File: src/rtl/iob_mem_merge2_pkg.sv
// Shared definitions for the two-master IOb memory merge: FSM encoding and
// the IOb request/response field layout helpers.
package iob_mem_merge2_pkg;

    typedef enum logic {
        IDLE    = 1'b0,
        RD_WAIT = 1'b1
    } state_t;

    // IOb request vector, LSB first: wstrb | wdata | address | avalid
    function automatic int req_w(input int aw, input int dw);
        return 1 + aw + dw + (dw / 8);
    endfunction

    // IOb response vector: rdata | rvalid | ready
    function automatic int resp_w(input int dw);
        return dw + 2;
    endfunction

    function automatic int wstrb_off();
        return 0;
    endfunction

    function automatic int wdata_off(input int dw);
        return dw / 8;
    endfunction

    function automatic int addr_off(input int dw);
        return dw + (dw / 8);
    endfunction

    function automatic int avalid_off(input int aw, input int dw);
        return aw + dw + (dw / 8);
    endfunction

endpackage

File: src/rtl/iob_mem_merge2_rr_arb2.sv
// Two-way round-robin arbiter. A grant that is presented but not yet
// acknowledged is locked so the requester seen downstream cannot change
// until the transfer completes.
module iob_rr_arb2 (
    input  logic       clk,
    input  logic       arst_n,
    input  logic       cke,
    input  logic [1:0] req,
    input  logic       ack,
    output logic       gnt_idx,
    output logic       gnt_vld
);

    logic last_r;
    logic lock_r;
    logic lock_idx_r;

    // Grant selection: locked winner first, else single requester, else the one not served last
    always_comb begin
        gnt_idx = 1'b0;
        gnt_vld = 1'b0;
        if (lock_r) begin
            gnt_idx = lock_idx_r;
            gnt_vld = req[lock_idx_r];
        end else begin
            case (req)
                2'b01: begin
                    gnt_idx = 1'b0;
                    gnt_vld = 1'b1;
                end
                2'b10: begin
                    gnt_idx = 1'b1;
                    gnt_vld = 1'b1;
                end
                2'b11: begin
                    gnt_idx = ~last_r;
                    gnt_vld = 1'b1;
                end
                default: begin
                    gnt_idx = 1'b0;
                    gnt_vld = 1'b0;
                end
            endcase
        end
    end

    // Round-robin history and grant lock; last_r resets to 1 so master 0 wins first contention
    always_ff @(posedge clk or negedge arst_n) begin
        if (!arst_n) begin
            last_r     <= 1'b1;
            lock_r     <= 1'b0;
            lock_idx_r <= 1'b0;
        end else if (cke) begin
            if (gnt_vld && ack) begin
                last_r <= gnt_idx;
                lock_r <= 1'b0;
            end else if (gnt_vld) begin
                lock_r     <= 1'b1;
                lock_idx_r <= gnt_idx;
            end else begin
                lock_r <= 1'b0;
            end
        end
    end

endmodule

File: src/rtl/iob_mem_merge2.sv
// Merges the instruction (m0) and data (m1) IOb buses onto one memory port.
// Round-robin arbitration, at most one outstanding read, read data routed
// back to the master that issued the read.
module iob_mem_merge2
    import iob_mem_merge2_pkg::*;
#(
    parameter int ADDR_W = 32,
    parameter int DATA_W = 32
) (
    input  logic                clk_i,
    input  logic                arst_i,
    input  logic                cke_i,
    input  logic                m0_avalid_i,
    input  logic [ADDR_W-1:0]   m0_addr_i,
    input  logic [DATA_W-1:0]   m0_wdata_i,
    input  logic [DATA_W/8-1:0] m0_wstrb_i,
    output logic [DATA_W-1:0]   m0_rdata_o,
    output logic                m0_rvalid_o,
    output logic                m0_ready_o,
    input  logic                m1_avalid_i,
    input  logic [ADDR_W-1:0]   m1_addr_i,
    input  logic [DATA_W-1:0]   m1_wdata_i,
    input  logic [DATA_W/8-1:0] m1_wstrb_i,
    output logic [DATA_W-1:0]   m1_rdata_o,
    output logic                m1_rvalid_o,
    output logic                m1_ready_o,
    output logic                s_avalid_o,
    output logic [ADDR_W-1:0]   s_addr_o,
    output logic [DATA_W-1:0]   s_wdata_o,
    output logic [DATA_W/8-1:0] s_wstrb_o,
    input  logic [DATA_W-1:0]   s_rdata_i,
    input  logic                s_rvalid_i,
    input  logic                s_ready_i
);

    localparam int STRB_W   = DATA_W / 8;
    localparam int REQ_W    = req_w(ADDR_W, DATA_W);
    localparam int AV_OFF   = avalid_off(ADDR_W, DATA_W);
    localparam int ADDR_OFF = addr_off(DATA_W);
    localparam int WD_OFF   = wdata_off(DATA_W);
    localparam int WS_OFF   = wstrb_off();

    logic [REQ_W-1:0] m0_req;
    logic [REQ_W-1:0] m1_req;
    logic [REQ_W-1:0] sel_req;
    logic [1:0]       arb_req;
    logic             gnt_idx;
    logic             gnt_vld;
    logic             idle;
    logic             core_valid;
    logic             core_xfer;
    logic             is_rd;
    state_t           state_r;
    state_t           state_nxt;
    logic             owner_r;
    logic             owner_nxt;
    logic             stray_err_r;

    assign m0_req = {m0_avalid_i, m0_addr_i, m0_wdata_i, m0_wstrb_i};
    assign m1_req = {m1_avalid_i, m1_addr_i, m1_wdata_i, m1_wstrb_i};
    assign idle   = (state_r == IDLE);

    // Requests only compete while no read is outstanding and the clock is enabled
    assign arb_req = {m1_avalid_i, m0_avalid_i} & {2{idle & cke_i}};

    iob_rr_arb2 u_arb (
        .clk     (clk_i),
        .arst_n  (arst_i),
        .cke     (cke_i),
        .req     (arb_req),
        .ack     (s_ready_i),
        .gnt_idx (gnt_idx),
        .gnt_vld (gnt_vld)
    );

    // Granted request goes straight to the slave with no added latency
    assign sel_req    = gnt_idx ? m1_req : m0_req;
    assign core_valid = gnt_vld & sel_req[AV_OFF];
    assign core_xfer  = core_valid & s_ready_i;
    assign s_addr_o   = sel_req[ADDR_OFF +: ADDR_W];
    assign s_wdata_o  = sel_req[WD_OFF +: DATA_W];
    assign s_wstrb_o  = sel_req[WS_OFF +: STRB_W];
    assign is_rd      = (s_wstrb_o == {STRB_W{1'b0}});

    // Handshake outputs are forced low while reset is asserted
    assign s_avalid_o = core_valid & arst_i;
    assign m0_ready_o = core_xfer & ~gnt_idx & arst_i;
    assign m1_ready_o = core_xfer &  gnt_idx & arst_i;

    // Read data is broadcast; only the read owner sees rvalid
    assign m0_rdata_o  = s_rdata_i;
    assign m1_rdata_o  = s_rdata_i;
    assign m0_rvalid_o = s_rvalid_i & cke_i & (state_r == RD_WAIT) & ~owner_r;
    assign m1_rvalid_o = s_rvalid_i & cke_i & (state_r == RD_WAIT) &  owner_r;

    // Next-state: an accepted read waits for its single response, writes stay in IDLE
    always_comb begin
        state_nxt = state_r;
        owner_nxt = owner_r;
        case (state_r)
            IDLE: begin
                if (core_xfer && is_rd) begin
                    state_nxt = RD_WAIT;
                    owner_nxt = gnt_idx;
                end else begin
                    state_nxt = IDLE;
                end
            end
            RD_WAIT: begin
                if (s_rvalid_i) begin
                    state_nxt = IDLE;
                end else begin
                    state_nxt = RD_WAIT;
                end
            end
            default: begin
                state_nxt = IDLE;
            end
        endcase
    end

    // State, read owner and sticky stray-response flag
    always_ff @(posedge clk_i or negedge arst_i) begin
        if (!arst_i) begin
            state_r     <= IDLE;
            owner_r     <= 1'b0;
            stray_err_r <= 1'b0;
        end else if (cke_i) begin
            state_r <= state_nxt;
            owner_r <= owner_nxt;
            if (idle && s_rvalid_i) begin
                stray_err_r <= 1'b1;
            end
        end
    end

endmodule

File: config.mk
export PLATFORM = sky130hd
export DESIGN_NAME = iob_mem_merge2
export DESIGN_NICKNAME = d
export VERILOG_FILES = /design/src/rtl/iob_mem_merge2_pkg.sv /design/src/rtl/iob_mem_merge2_rr_arb2.sv /design/src/rtl/iob_mem_merge2.sv
export SDC_FILE = /design/constraint.sdc
export NUM_CORES = 1
export LEC_CHECK = 0
export ABC_AREA = 1
export BUFFER_PORTS_ARGS = -buffer_cell sky130_fd_sc_hd__buf_2
export CAP_MARGIN = 40
export CORE_AREA = 2 2 122 124
export CTS_CLUSTER_DIAMETER = 80
export DETAILED_ROUTE_END_ITERATION = 16
export DIE_AREA = 0 0 124 126
export GPL_TIMING_DRIVEN = 0
export HOLD_SLACK_MARGIN = 0.1
export PLACE_DENSITY = 0.41
export SETUP_SLACK_MARGIN = 0.5
export SYNTH_ARGS = -nofsm -noshare
export SYNTH_HDL_FRONTEND = slang
export SYNTH_SLANG_ARGS = --single-unit
export TNS_END_PERCENT = 10
File: constraint.sdc
create_clock -name clk_i -period 1.3 [get_ports clk_i]
set_input_delay 0.26 -clock clk_i [delete_from_list [all_inputs] [get_ports clk_i]]
set_output_delay 0.26 -clock clk_i [all_outputs]
set_load 0.01 [all_outputs]
Yosys cells after proc, flatten, opt, wreduce, memory -nomap -nowiden --
Index checks and enable logic that the tools add are counted.
Cells by class: magnitude comparators 1, equality and inequality tests 3, bitwise logic cells 18, multiplexer cells 12, reductions and logical operators 7
Operators by type and width (number):
- $mux 69 | 1
- $and 1x1->1 | 12
- $mux 1 | 9
- $reduce_and 3->1 | 2
- $not 1->1 | 5
- $eq 2x2->1 const B | 2
- $logic_not 4->1 | 1
- $pmux 1 s2 | 2
- $reduce_or 3->1 | 1
- $and 2x2->2 | 1
- $eq 2x1->1 const B | 1
- $logic_and 1x1->1 | 2
- $lt 1x2->1 const B | 1
- $reduce_and 2->1 | 1
Word-level totals: output and inout port bits 137, logic and storage cells 46, input port bits 175, bits in registers 5

Depth between registers and ports, before layout --
Gate-level depths: netlist (run 1).
depth after elaboration 12, mapped depth 10

Modules after synthesis --
Synthesis (run 1) repeated with hierarchy kept, for this count alone.
Second synthesis, totals: cell total of the unflattened synthesis 352, area, all modules 1786.7 um^2
Modules (own cells, without submodules):
- iob_mem_merge2 | cells an instance 326, sequential area each 50.0 um^2, area an instance 1596.5 um^2, instances 1
- iob_rr_arb2 | cells an instance 26, sequential area each 76.3 um^2, area an instance 190.2 um^2, instances 1

Least setup slack after synthesis (run 1) --
No wires, ideal clock.
path type register -> output, start point register u_arb.last_r, end point output m0_ready_o, arrival 1.267 ns, path buffers 2, slack -0.227 ns, stages on the path, launching flop included 7, cells stage by stage dfstp_2 -> nand2_1 -> nand2_1 -> o21ai_2 -> buf_6 -> buf_6 -> nor3_1
Between the ends: word-level cells in the longest chain between the ends 8, elaborated cells on any way between the ends 9, classes of those cells 3 x mux; 6 x bitwise
Ends and longest elaborated chain:
- start, declared | RTL line iob_mem_merge2_rr_arb2.sv:14 | logic last_r;
- start signal, assigned | RTL line iob_mem_merge2_rr_arb2.sv:55 | last_r <= gnt_idx;
- $not 1->1 * | RTL line iob_mem_merge2_rr_arb2.sv:36 | gnt_idx = ~last_r;
- $pmux 1 s2 * | RTL line iob_mem_merge2_rr_arb2.sv:26 | case (req)
- $mux 1 * | RTL line iob_mem_merge2_rr_arb2.sv:22 | if (lock_r) begin
- $mux 69 | RTL line iob_mem_merge2.sv:77 | assign sel_req = gnt_idx ? m1_req : m0_req;
- $and 1x1->1 | RTL line iob_mem_merge2.sv:78 | assign core_valid = gnt_vld & sel_req[AV_OFF];
- $and 1x1->1 | RTL line iob_mem_merge2.sv:79 | assign core_xfer = core_valid & s_ready_i;
- $and 1x1->1 * (2 in a row) | RTL line iob_mem_merge2.sv:87 | assign m0_ready_o = core_xfer & ~gnt_idx & arst_i;
- end, declared | RTL line iob_mem_merge2.sv:19 | output logic m0_ready_o,
Mark *: on every way between the ends. The rest lies on a longest branch, timed or not.

Final worst setup path (run 1) --
start point register u_arb.last_r, end point output s_addr_o[26]
Between the ends: word-level cells in the longest chain between the ends 4
Ends and longest elaborated chain:
- $not 1->1 | RTL line iob_mem_merge2_rr_arb2.sv:36
- $pmux 1 s2 | RTL line iob_mem_merge2_rr_arb2.sv:26
- $mux 1 | RTL line iob_mem_merge2_rr_arb2.sv:22
- $mux 69 | RTL line iob_mem_merge2.sv:77
- end, declared | RTL line iob_mem_merge2.sv:28 | output logic [ADDR_W-1:0] s_addr_o,
No other way between the ends.

==> impl_summary.md, run 1 <==
Logic synthesis
For this run, the register share of the synthesized area comes to 7.30%. The number of standard cells after synthesis is 342. The most area-hungry cell type in the Yosys netlist is sky130_fd_sc_hd__nand2_1.

After synthesis the netlist holds a flip-flop and latch count of 5. After synthesis, the netlist uses 18 different library cells. Summing the areas of all compound-gate instances in the mapped netlist gives 1.59% of the synthesized area. The Yosys step of the flow raised 0 warnings. The dominant combinational cell family by area after synthesis is simple AND/OR/NAND/NOR gates. The mux contribution to synthesized area is 0%. The synthesized netlist net count is 517. The synthesized netlist devotes 54.9% of its cell area to simple gates. The top cell type's share of synthesized area is 46.6%. Summing the areas of all xor and xnor instances in the mapped netlist gives 0% of the synthesized area.

After synthesis, the cell types taking the most area are sky130_fd_sc_hd__nand2_1 47%, sky130_fd_sc_hd__buf_4 28%, sky130_fd_sc_hd__dfrtp_1 5.8%, sky130_fd_sc_hd__nand3_1 3.5%, sky130_fd_sc_hd__buf_6 3.3%. Of the total synthesized cell area, the portion taken by full adders, half adders and majority gates is 0%. The synthesized netlist occupies a cell area of 1730 µm². The average size of a mapped cell is 5.06 µm².

STA
Timing would allow up to 0.526 GHz. Headroom to the max-slew limit came out at 84.1%. The total negative slack for setup checks is -38.61 ns. The portion of the clock cycle consumed by the worst path in the final layout is 146%. Setup repair after global routing could not meet its margin everywhere. The number of hold-slack violations in the final timing report is 0.

The total setup violations reported at the end of the flow is 75. The final count of pins violating max slew is 0. The time the worst path needs with I/O delays and setup is 1.90 ns. Setup slack on the critical path of the routed design comes to -0.600 ns. The transition time at the pin with the least slew margin is 0.238 ns. The worst hold margin is 0.299 ns. The largest clock skew in the final design is 0.00266 ns.

Layout
From synthesis to final layout, the design area changed by 139%. After routing the design area is 4140 µm². The repair_antennas step left the layout with diodes totalling 0.

The most frequent standard cell in the layout excluding fill and tap cells is sky130_fd_sc_hd__buf_2. The top cell types in the final layout, fill and taps aside, are 251 x sky130_fd_sc_hd__buf_2, 148 x sky130_fd_sc_hd__nand2_1, 72 x sky130_fd_sc_hd__buf_4. The share of the core filled with cells in the final layout is 29.0%. The post-route netlist has 71.2% of its cells at a drive strength greater than 1. The count of cells in the finished layout, fillers not included, comes to 823. The number of nets in the finished design is 815.

Power
The design draws 3.30 mW. The worst-case IR drop observed on VDD is 612 µV. For this design the ratio of total power to cell area is 796 nW/µm². The analysis attributes to cell leakage a power of 2.57 nW.

Setup path
The worst setup path is launched from a register. The critical path contains buffers and inverters numbering 4 combined. The family of cells with the greatest summed delay on the critical path is buffers and inverters. The critical path class is reg2out.

The slowest cell on the critical path is sky130_fd_sc_hd__dfstp_2. The beginning of the worst register-to-register path is u_arb.last_r. The critical path starts at u_arb.last_r. On the worst path, the slowest cell contributes a delay of 0.53 ns. Data arrives at the worst endpoint at 1.64 ns.

Walking the worst path, the cells encountered are nand2_2 -> nand2_2 -> o21ai_4 -> buf_6 -> buf_12 -> clkbuf_16 -> nand2_4 -> nand2_4 -> buf_6. In this run the worst path has a maximum fanout of 7. The critical path data required time is 1.04 ns. The worst setup path is captured at an output pin.

Die
The die is 124 µm wide. The starting utilization of the core area is 12.1%. The area inside the core boundary is 14300 µm². In this run the core area contains 44 standard-cell rows. The floorplan step defined a die boundary enclosing 15600 µm². The number of top-level pins is 312. The vertical extent of the die is 126 µm.

Placed design
Timing analysis after detailed placement gives a worst setup slack of -0.515 ns. The cell total after placement is 805. The placed instances occupy a cell area of 3460 µm². The routability-driven placement congestion ratio is 0.768. The number of port buffers is 279. The half-perimeter wire length after placement is 7350 µm.

Drt
The detailed router placed 3038 vias in this run. The detail-routed via count per cell is 3.69. Wires add up to 8970 µm.

The first detailed-routing pass ran for 4 iterations. The count of nets left with antenna violations after detail routing is 0. Dividing the detail-routed wire length by the instance count gives 10.9 µm. After the first detailed-routing iteration, the DRC count stood at 36. In the routed design, unresolved DRC markers number 0.

GRT
For met1 alone, demand over resource in global routing was 9.49%. The fraction of met3 tracks used by global routing is 1.18%. The number of global-route vias before repair is 2781. The sum of overflow across all layers after global routing is 0. The global-route met2 utilization is 19.8%. Entering global routing, the biggest net connects 11 pins. The initial antenna violation count came to 0. Global routing used 9.30% of the available tracks across all layers. The first global-routing pass estimated 11900 µm of wire. The routing layer with the top usage in global route is met2.

Min path
The hold path startpoint is s_ready_i. The type of the worst min-delay path is in2reg.

CTS
For the worst-skew pair, the clock arrives at the later sink with an insertion delay of 0.22 ns. In this run, CTS created clock tree buffers numbering 3. After clock tree synthesis, the clock-pin slew on the worst setup and hold paths is 0.03 ns.

The deepest clock path buffer count is 2. The root cell of the clock tree is sky130_fd_sc_hd__clkbuf_16. The CTS tree is done. The number of H-tree levels is 1.

The TritonCTS sink count is 5.

Job
The max-cap violation count is 0.

Status
The final reports fail on negative setup slack. The flow ran to the end, but the final reports show violations.
==> layer usage <==
metal / wire length (µm) / vias up
li1: - / 1559
met1: 3170 / 1304
met2: 4960 / 169
met3: 786 / 6
met4: 48 / 0
met5: 0 / -
==> what timing repair did <==
action,4_1_cts,5_1_grt
gates cloned,2,5
setup endpoints to repair,78,78
hold buffers,1,0
pin swaps,5,25
gates resized for setup,39,58
hold endpoints to repair,5,0
setup buffers,5,1
==> synthesized netlist by cell type, drive strengths merged <==
cell / instances
nand2: 218
nor3: 1
nor2: 9
nand3: 13
nand3b: 1
inv: 11
buf: 78
dfrtp: 4
nand4: 1
clkbuf: 1
dfstp: 1
o21ai: 4
==> worst reg2reg max path, stage by stage (launching register included) <==
cell and delay [ns]:
sky130_fd_sc_hd__dfstp_2 0.53, sky130_fd_sc_hd__nand2_2 0.05, sky130_fd_sc_hd__nand2_2 0.09, sky130_fd_sc_hd__o21ai_4 0.06, sky130_fd_sc_hd__buf_6 0.15, sky130_fd_sc_hd__buf_4 0.15
sky130_fd_sc_hd__nand2_2 0.06, sky130_fd_sc_hd__nand2_1 0.07, sky130_fd_sc_hd__nor2_1 0.08, sky130_fd_sc_hd__nand3_1 0.11, sky130_fd_sc_hd__nand2_1 0.07, sky130_fd_sc_hd__nand2_1 0.04
==> final timing paths <==
kind	to	slack, ns	cells past startpoint
worst min register to register	u_arb.last_r	0.47	2
max in group asynchronous	u_arb.last_r	0.59	2
min in group asynchronous	u_arb.lock_idx_r	0.45	2
worst min-delay path	u_arb.last_r	0.30	3
worst max register to register	owner_r	-0.28	11
worst max-delay path	s_addr_o[26]	-0.60	9
==> flip-flops by register name, indices dropped and copies added (netlist names) <==
signal / flops
u_arb.lock_idx_r: 1
u_arb.lock_r: 1
state_r: 1
u_arb.last_r: 1
owner_r: 1
==> logic make-up after synthesis <==
logic type             count (synthesis)
and+or+nand+nor                      243
buffers and inverters                 90
DFF                                    5
AOI/OAI and AO/OA                      4
==> final cells by class <==
type / instances / area, µm²
clock buffers: 4 / 78.8
well taps: 184 / 230
flip-flops and latches: 5 / 126
fillers: 1561 / 10200
repair buffers: 293 / 1800
multi-input cells: 247 / 1200
plain buffers: 79 / 671
inverters: 11 / 41.3
==> power breakdown <==
| part | total [mW] | leakage, nW | switching (mW) | internal, mW |
|---|---|---|---|---|
| logic | 2.59 | 2.47 | 1.23 | 1.36 |
| registers | 0.212 | 0.0641 | 0.0225 | 0.189 |
| clock network | 0.495 | 0.0382 | 0.0899 | 0.405 |
| total | 3.30 | 2.57 | 1.34 | 1.96 |
Power figures use the tool's default switching activity.
==> run 2, diff against run 1 <==
MAX_ROUTING_LAYER = met4   (was unset)
==> run 2 against run 1 <==
Net effect:
- the run still ends with negative setup slack left
- global-route usage increased by 0.31 points
- sequential power about the same
- clock power hardly changed
- critical path type unchanged
- register-to-register slack about the same
- worst setup slack improved by 0.0023 ns
- via count fell by 0.20%
==> impl_summary.md, run 2 (synthesized netlist as in run 1, its figures left out) <==
Die
The starting utilization of the core area is 12.1%. The vertical extent of the die is 126 µm. After floorplanning, the core was divided into 44 placement rows.

312 I/O pins were placed. The die outline area is 15600 µm². The core region is 14300 µm².

The die is 124 µm wide.

CTS
Clock-pin slew was measured on the worst setup and hold paths at 0.03 ns. CTS built an H-tree with a depth of 1. The root cell of the clock tree is sky130_fd_sc_hd__clkbuf_16.

The TritonCTS sink count is 5. TritonCTS built the clock tree. No sink is reached through more buffers than the 2 on the longest clock path. Counting the buffers created by CTS gives 3.

The insertion delay to the later sink of the worst-skew pair is 0.22 ns.

Drt
The iteration-0 DRC count of the detailed router is 29. The count of nets left with antenna violations after detail routing is 0. Dividing the detail-routed via count by the number of cells gives 3.68. The wire length after detailed routing is 8880 µm. The total via count after detailed routing is 3032. The first TritonRoute pass finished after 4 iterations. The DRC violation count after routing is 0.

The detail-routed net length per standard cell is 10.8 µm.

Setup path
The arrival time of the worst setup path is 1.64 ns. The timing startpoint of the critical path is u_arb.last_r. STA classifies the critical path startpoint as a register. Across all register-to-register paths, the minimum setup slack is -0.28 ns. Walking the worst path, the cells encountered are nand2_2 -> nand2_2 -> o21ai_4 -> buf_6 -> buf_12 -> clkbuf_16 -> nand2_1 -> nand2_2 -> buf_6. The kind of capture point of the worst setup path is an output pin. The beginning of the worst register-to-register path is u_arb.last_r. The worst reg2reg path endpoint is owner_r. The maximum fanout along the worst path is 7. The number of buffers and inverters on the critical path is 4. Grouping stages by cell kind, the critical path spends the most delay in buffers and inverters. At the worst endpoint, the required time is 1.04 ns. The critical path class is reg2out. The path length in cells of the critical path is 9. The cell seen most often among critical-path stages is sky130_fd_sc_hd__nand2_2. The capture point of the critical path is s_addr_o[19].

The peak per-stage delay on the critical path is 0.53 ns. The number of cells on the worst reg-to-reg path is 11. For this design, the slowest cell found on the critical path is sky130_fd_sc_hd__dfstp_2.

STA
The time the worst path needs with I/O delays and setup is 1.90 ns. At the pin with the least slew margin, the transition time is 0.238 ns. Setup violations remaining at the end of the flow were counted as 75. The number of hold-slack violations in the final timing report is 0.

Across all setup checks in the final design, the least slack found is -0.598 ns. The portion of the clock cycle consumed by the worst path in the final layout is 146%. Setup repair after global routing could not meet its margin everywhere. Headroom to the max-slew limit came out at 84.1%. The largest clock skew in the final design is 0.00266 ns. The highest clock frequency the design can meet is 0.527 GHz. The final count of pins violating max slew is 0. The worst hold margin is 0.299 ns.

Power
The analysis attributes to cell leakage a power of 2.56 nW. In this run, the combinational gates consume 78.4% of the power. VDD sags by at most 611 µV. The total power consumption of the routed design is 3.28 mW. The proportion of power drawn by the clock network is 15.1%. The areal power density over the cells is 796 nW/µm². Net switching is 40.5% of the power. The internal power is 1.95 mW. In this run the power spent charging and discharging nets is 1.33 mW. The share of total power dissipated in sequential elements is 6.5%.

Placed design
The congestion estimate from routability-driven global placement came to 0.778. The cell total after placement is 805. The number of port buffers is 279. After legalization and detailed placement, the total HPWL measured 7350 µm.

GRT
The largest net degree at the start of global routing is 11. For this run the aggregate overflow at the end of global routing stands at 0. The initial antenna violation count was 0. The total global-route track usage is 9.61%. The number of global-route vias before repair came to 2780. The first global-routing pass estimated 12000 µm of wire.

Layout
The number of nets in the finished design is 815. Leaving out fill and tap cells, the most frequent cells in the layout are 251 x sky130_fd_sc_hd__buf_2, 156 x sky130_fd_sc_hd__nand2_1, 72 x sky130_fd_sc_hd__buf_4. The share of post-route cells with drive strength above 1 is 70.0%. The layout-stage area growth over the synthesis result is 138%.

0 antenna diodes ended up in the layout. Leaving out fill and tap cells, the most frequent cell in the layout is sky130_fd_sc_hd__buf_2. After the flow finishes, the layout carries non-filler instances totaling 823.

Status
The final reports fail on negative setup slack. The flow ran to the end, but the final reports show violations.

Min path
In this run the most critical hold path is launched from s_ready_i. The type of the worst min-delay path is in2reg.

Job
The max-cap violation count is 0.
==> run 2: changes by cell type in the layout (fill, tap and decap cells not counted) <==
| cell | previous run | this run |
|---|---|---|
| sky130_fd_sc_hd__nand2_1 | 148 | 156 |
| sky130_fd_sc_hd__nand2_4 | 4 | 3 |
| sky130_fd_sc_hd__nand2_2 | 66 | 59 |
==> run 2: worst register-to-register path: stages (launching register included) <==
cell and delay, ns:
sky130_fd_sc_hd__dfstp_2 0.53, sky130_fd_sc_hd__nand2_2 0.05, sky130_fd_sc_hd__nand2_2 0.09, sky130_fd_sc_hd__o21ai_4 0.06
sky130_fd_sc_hd__buf_6 0.15, sky130_fd_sc_hd__buf_4 0.15, sky130_fd_sc_hd__nand2_2 0.06, sky130_fd_sc_hd__nand2_1 0.07
sky130_fd_sc_hd__nor2_1 0.08, sky130_fd_sc_hd__nand3_1 0.11, sky130_fd_sc_hd__nand2_1 0.07, sky130_fd_sc_hd__nand2_1 0.04
==> run 2: cell type report <==
class | count | area, µm²
repair buffers | 293 | 1800
clock buffers | 4 | 78.8
plain buffers | 79 | 671
flip-flops and latches | 5 | 126
fillers | 1569 | 10200
inverters | 11 | 41.3
well taps | 184 | 230
multi-input cells | 247 | 1180
==> run 2: power by group through the flow <==
stage               Sequential (mW)  Combinational, mW  Clock, mW
floorplan                     0.203               1.16          0
global placement              0.208               2.00          0
detailed placement            0.208               2.00          0
CTS                           0.211               2.26      0.506
global route                  0.214               2.81      0.523
finish                        0.212               2.57      0.495
==> run 2: layer usage <==
metal	part of all wire (%)	track usage (%)
met3	8.6	0.906
met4	0.54	0.991
met2	56	19.9
met1	35	9.74
met5	0	-
==> run 2: repair_timing <==
item	4_1_cts	5_1_grt
endpoints found under the setup margin	78	78
endpoints found under the hold margin	5	0
pin swaps	5	22
gates cloned	2	5
buffers inserted	5	1
hold buffers	1	0
gates resized for setup	39	49
==> run 2: worst min-delay path by stage <==
stage	end	cells after the start
after floorplan	owner_r	0
after global placement	u_arb.lock_r	1
after detailed placement	u_arb.lock_idx_r	1
after CTS	state_r	4
after global routing	u_arb.last_r	3
final	u_arb.last_r	3
==> run 2: metrics by stage <==
| stage | worst slack [ns] | setup TNS [ns] | utilization, % | area [µm²] |
|---|---|---|---|---|
| floorplan | -0.194 | -11.03 | - | 1840 |
| global placement | -0.521 | -30.99 | 24.2 | 3460 |
| detailed placement | -0.515 | -31.25 | 24.2 | 3460 |
| CTS | -0.611 | -41.14 | 26.4 | 3780 |
| global route | -0.674 | -46.04 | 28.8 | 4120 |
| finish | -0.598 | -38.66 | 28.8 | 4120 |
